$ cat src/rtl/imm_encoder.sv
// Multi-cycle encoder for the ARM data-processing rotated 8-bit immediate.
// Finds the smallest rotate_imm such that VALUE == ROR(immed_8, 2*rotate_imm).
module imm_encoder #(
    parameter int unsigned ROTS_PER_CYCLE = 1
) (
    input  logic        CLK,
    input  logic        RESET,
    input  logic        START,
    input  logic [31:0] VALUE,
    output logic        BUSY,
    output logic        DONE,
    output logic        VALID,
    output logic [11:0] IMM12,
    output logic        C_ROT
);

    typedef enum logic [1:0] {StIdle, StSearch, StDone} state_e;

    state_e      state_q, state_d;
    logic [4:0]  rot_q, rot_d;
    logic [31:0] v_q, v_d;
    logic        valid_q, valid_d;
    logic [11:0] imm12_q, imm12_d;
    logic        c_rot_q, c_rot_d;

    logic        hit;
    logic [3:0]  hit_rot;
    logic [7:0]  hit_imm;
    logic [3:0]  cand_rot;
    logic [31:0] cand;

    function automatic logic [31:0] rol2(input logic [31:0] v, input logic [3:0] r);
        logic [63:0] dbl;
        dbl = {v, v} << {r, 1'b0};
        return dbl[63:32];
    endfunction

    // Priority search over this cycle's group; the lowest hitting rotation wins.
    always_comb begin
        hit      = 1'b0;
        hit_rot  = 4'd0;
        hit_imm  = 8'd0;
        cand_rot = 4'd0;
        cand     = 32'd0;
        for (int i = 0; i < ROTS_PER_CYCLE; i++) begin
            cand_rot = rot_q[3:0] + 4'(i);
            cand     = rol2(v_q, cand_rot);
            if (!hit && cand[31:8] == 24'd0) begin
                hit     = 1'b1;
                hit_rot = cand_rot;
                hit_imm = cand[7:0];
            end
        end
    end

    always_comb begin
        state_d = state_q;
        rot_d   = rot_q;
        v_d     = v_q;
        valid_d = valid_q;
        imm12_d = imm12_q;
        c_rot_d = c_rot_q;
        unique case (state_q)
            StIdle: begin
                if (START) begin
                    v_d     = VALUE;
                    rot_d   = 5'd0;
                    state_d = StSearch;
                end
            end
            StSearch: begin
                if (hit) begin
                    imm12_d = {hit_rot, hit_imm};
                    valid_d = 1'b1;
                    c_rot_d = (hit_rot != 4'd0) & v_q[31];
                    state_d = StDone;
                end else if (rot_q + 5'(ROTS_PER_CYCLE) == 5'd16) begin
                    imm12_d = 12'd0;
                    valid_d = 1'b0;
                    c_rot_d = 1'b0;
                    state_d = StDone;
                end else begin
                    rot_d = rot_q + 5'(ROTS_PER_CYCLE);
                end
            end
            StDone: begin
                state_d = StIdle;
            end
            default: begin
                state_d = StIdle;
            end
        endcase
    end

    always_ff @(posedge CLK or posedge RESET) begin
        if (RESET) begin
            state_q <= StIdle;
            rot_q   <= 5'd0;
            v_q     <= 32'd0;
            valid_q <= 1'b0;
            imm12_q <= 12'd0;
            c_rot_q <= 1'b0;
        end else begin
            state_q <= state_d;
            rot_q   <= rot_d;
            v_q     <= v_d;
            valid_q <= valid_d;
            imm12_q <= imm12_d;
            c_rot_q <= c_rot_d;
        end
    end

    assign BUSY  = (state_q != StIdle);
    assign DONE  = (state_q == StDone);
    assign VALID = valid_q;
    assign IMM12 = imm12_q;
    assign C_ROT = c_rot_q;

endmodule

$ cat config.mk
export PLATFORM = sky130hd
export DESIGN_NAME = imm_encoder
export DESIGN_NICKNAME = d
export VERILOG_FILES = /design/src/rtl/imm_encoder.sv
export SDC_FILE = /design/constraint.sdc
export NUM_CORES = 1
export LEC_CHECK = 0
export BUFFER_PORTS_ARGS = -buffer_cell sky130_fd_sc_hd__buf_4
export CAP_MARGIN = 20
export CORE_ASPECT_RATIO = 0.6
export CORE_UTILIZATION = 45
export DETAILED_ROUTE_END_ITERATION = 16
export GPL_TIMING_DRIVEN = 0
export HOLD_SLACK_MARGIN = 0.12
export PLACE_DENSITY = 0.67
export SLEW_MARGIN = 20
export SYNTH_ARGS = -nofsm -noshare
export SYNTH_HDL_FRONTEND = slang
export SYNTH_SLANG_ARGS = --single-unit
$ cat constraint.sdc
create_clock -name CLK -period 3.67 [get_ports CLK]
set_input_delay 0.367 -clock CLK [delete_from_list [all_inputs] [get_ports CLK]]
set_output_delay 0.367 -clock CLK [all_outputs]
set_load 0.01 [all_outputs]
==> impl_metrics.env <==
export IMPL_drc_errors=0
export IMPL_critPathCaptureType="flip-flop"
export IMPL_clockPowerShare_pct=11.1
export IMPL_chipWidth_um=120
export IMPL_place_congestion=0.964
export IMPL_finalMaxSlewViolations=0
export IMPL_largest_net_degree_at_the_start_of_global_routing=33
export IMPL_period_share_pct=90.0
export IMPL_synth_largest_area_cell="sky130_fd_sc_hd__dfrtp_1"
export IMPL_detail_route_wl_per_cell_um=18.8
export IMPL_finalHoldViolCount=0
export IMPL_synth_area_leaders="sky130_fd_sc_hd__dfrtp_1 35%, sky130_fd_sc_hd__mux4_2 20%, sky130_fd_sc_hd__nand2_1 13%"
export IMPL_switching_share_pct=45.8
export IMPL_clk_path_buf_depth=2
export IMPL_fin_nets=485
export IMPL_synth_avg_cell_area_um2=9.59
export IMPL_power_density_cell_area_nw_per_um2=944
export IMPL_setup_failing_eps_final=0
export IMPL_die_y_um=72.6
export IMPL_numPortBuffers=50
export IMPL_syn_nets=426
export IMPL_timing_rr_start="rot_q[0]$_DFFE_PP0P_"
export IMPL_startpoint="rot_q[0]$_DFFE_PP0P_"
export IMPL_drive_above_1_share_pct=27.1
export IMPL_switching_power_of_the_nets_w=0.00192
export IMPL_drtIter0Drc=389
export IMPL_hold_class="input pin to asynchronous set/reset pin"
export IMPL_power_combinational_fraction_pct=60.8
export IMPL_antenna_diode_count=0
export IMPL_power_share_sequential_pct=28.0
export IMPL_sequential_element_share_of_the_synthesized_area_pct=35.5
export IMPL_antenna_violations_before_repair=0
export IMPL_most_common_layout_cells="129 x sky130_fd_sc_hd__nand2_1, 54 x sky130_fd_sc_hd__buf_4, 53 x sky130_fd_sc_hd__dfrtp_1, 34 x sky130_fd_sc_hd__mux4_2, 19 x sky130_fd_sc_hd__mux2i_1"
export IMPL_tritoncts="built"
export IMPL_layout_cells_most_common="sky130_fd_sc_hd__nand2_1"
export IMPL_crit_path_start_kind="flip-flop"
export IMPL_final_period_minus_worst_setup_slack_ns=3.30
export IMPL_clk_insertion_delay_late_ns=0.30
export IMPL_numClockSinks=53
export IMPL_htree_levels=2
export IMPL_worst_ep_required_time_ns=3.83
export IMPL_fmax_mhz=303
export IMPL_slew_headroom_pct=52.8
export IMPL_rr_worst_depth=11
export IMPL_die_area_um2=8690
export IMPL_layout_area_growth_over_synthesis_pct=18.6
export IMPL_outcome="completed"
export IMPL_initial_core_util_pct=47.1
export IMPL_vias=3303
export IMPL_setup_total_negative_slack_ns=0
export IMPL_dr_pass1_iters=5
export IMPL_gr_usage_all_layers_pct=26.1
export IMPL_p_leak_nw=2.03
export IMPL_cell_internal_pwr_w=0.00227
export IMPL_placed_cell_area_um2=4280
export IMPL_first_global_vias=3012
export IMPL_critical_path_arrival_ns=3.47
export IMPL_synth_top_area_share_pct=35.5
export IMPL_netlist_area_um2=3740
export IMPL_netlist_instances=390
export IMPL_tightest_slew_ns=0.707
export IMPL_final_routed_wirelength_um=10500
export IMPL_pin_count=51
export IMPL_cts_root_buf="sky130_fd_sc_hd__clkbuf_16"
export IMPL_ys_ff_latch=53
export IMPL_hpwlAfterDp_um=8040
export IMPL_timing_clock_skew_ns=0.00504
export IMPL_cts_buffers_inserted=5
export IMPL_total_power_w=0.00419
export IMPL_std_cell_rows=25
export IMPL_synth_warnings=0
export IMPL_worstSetupPathType="flip-flop to flip-flop"
export IMPL_critical_path_peak_fanout=10
export IMPL_global_route_overflow_total=0
export IMPL_number_of_buffers_inserted_for_hold_repair_after_clock_tree_synthesis=0
export IMPL_viasPerCell=5.92
export IMPL_final_antenna_net_count=0
export IMPL_setup_repair_after_global_routing_missed_its_margin="no"
export IMPL_clk_pin_slew_worst_paths_ns=0.07
export IMPL_drv_max_cap_violation_count=0
export IMPL_vdd_ir_drop_max_v=0.000387
export IMPL_grt_first_pass_wirelength_um=17000
export IMPL_core_area_um2=7950
export IMPL_final_design_area_no_fill_um2=4430
export IMPL_synthDistinctLibCells=46
## state kept, by name, indices dropped and copies added, names as in the netlist
signal and cells:
state_q 2, rot_q 5, IMM12 12, v_q 32
VALID 1, C_ROT 1
## logic make-up after synthesis
family	count (synthesis)	synth area share [%]
and+or+nand+nor	186	21.5
muxes	64	28.9
DFF	53	35.5
AOI/OAI and AO/OA	49	9.14
buffers and inverters	37	4.65
adders and majority gates	1	0.335
## power groups by stage
| stage | sequential, W | clock [W] | combinational, W |
|---|---|---|---|
| 2_1_floorplan | 0.00103 | 0 | 0.00191 |
| 3_3_place_gp | 0.00116 | 0 | 0.00247 |
| 3_5_place_dp | 0.00116 | 0 | 0.00248 |
| 4_1_cts | 0.00116 | 0.000477 | 0.00250 |
| 5_1_grt | 0.00121 | 0.000506 | 0.00276 |
| 6_report | 0.00117 | 0.000465 | 0.00255 |
## stage by stage
step	utilization [%]	hold WS (ns)	instances	worst slack, ns
after floorplan	-	0.472	390	0.878
final	55.8	0.187	558	0.367
after CTS	55.6	0.214	557	0.0328
after global placement	53.5	0.463	548	-0.333
after global routing	55.8	0.252	558	0.131
after detailed placement	53.8	0.469	549	0.0570
## what timing repair did
item	CTS	global route
resized for setup	0	2
setup buffers	0	1
setup endpoints to repair	0	21
## critical path, stage by stage, from the launching register on
cell,delay (ns)
sky130_fd_sc_hd__dfrtp_1,0.49
sky130_fd_sc_hd__buf_2,0.35
sky130_fd_sc_hd__buf_2,0.32
sky130_fd_sc_hd__mux4_2,0.35
sky130_fd_sc_hd__nor4_1,0.39
sky130_fd_sc_hd__nand2_1,0.10
sky130_fd_sc_hd__a211o_1,0.30
sky130_fd_sc_hd__a222oi_1,0.25
sky130_fd_sc_hd__buf_4,0.19
sky130_fd_sc_hd__buf_2,0.19
sky130_fd_sc_hd__nand2b_1,0.15
sky130_fd_sc_hd__o22ai_1,0.09
## layout make-up
cell class | instances | area, um2
clock buffers | 5 | 125
flip-flops and latches | 53 | 1330
clock inverters | 3 | 17.5
plain buffers | 31 | 153
well taps | 108 | 135
multi-input cells | 300 | 2240
fillers | 740 | 3510
repair buffers | 52 | 410
inverters | 6 | 22.5
## routing by layer
metal	vias to the layer above	GRT usage [%]	share of wire, %
met1	1563	40.5	47
met3	13	8.67	13
met2	203	34.6	40
met4	0	5.69	1.0
met5	-	0	0
li1	1524	-	-
## cell usage after synthesis (all sizes together)
master / number
nor3: 14
a31oi: 2
o221ai: 1
a32oi: 1
o2bb2ai: 1
nand2b: 2
and2: 4
buf: 16
inv: 5
nand3b: 1
dfrtp: 53
nor4b: 1
clkinv: 1
a211o: 2
o211ai: 11
nor2: 12
nand2: 130
a2111oi: 2
o21bai: 1
clkbuf: 15
o22ai: 2
a211oi: 2
nor4: 3
a21oi: 9
a21o: 1
o21ai: 7
a222oi: 1
and3: 4
mux2i: 19
nand3: 2
or4: 1
ha: 1
nor3b: 7
mux2: 11
mux4: 34
nand4: 1
a31o: 4
nor2b: 3
o41ai: 2
or3: 1
## final timing paths
kind / end / slack, ns
max: rot_q[3]$_DFFE_PP0P_ / 0.37
min: v_q[3]$_DFFE_PP0P_ / 0.19
max reg2reg: rot_q[3]$_DFFE_PP0P_ / 0.37
min reg2reg: VALID$_DFFE_PP0P_ / 0.48
max in group asynchronous: IMM12[6]$_DFFE_PP0P_ / 2.93
min in group CLK: v_q[3]$_DFFE_PP0P_ / 0.25
(Power assumes the default switching activity.)
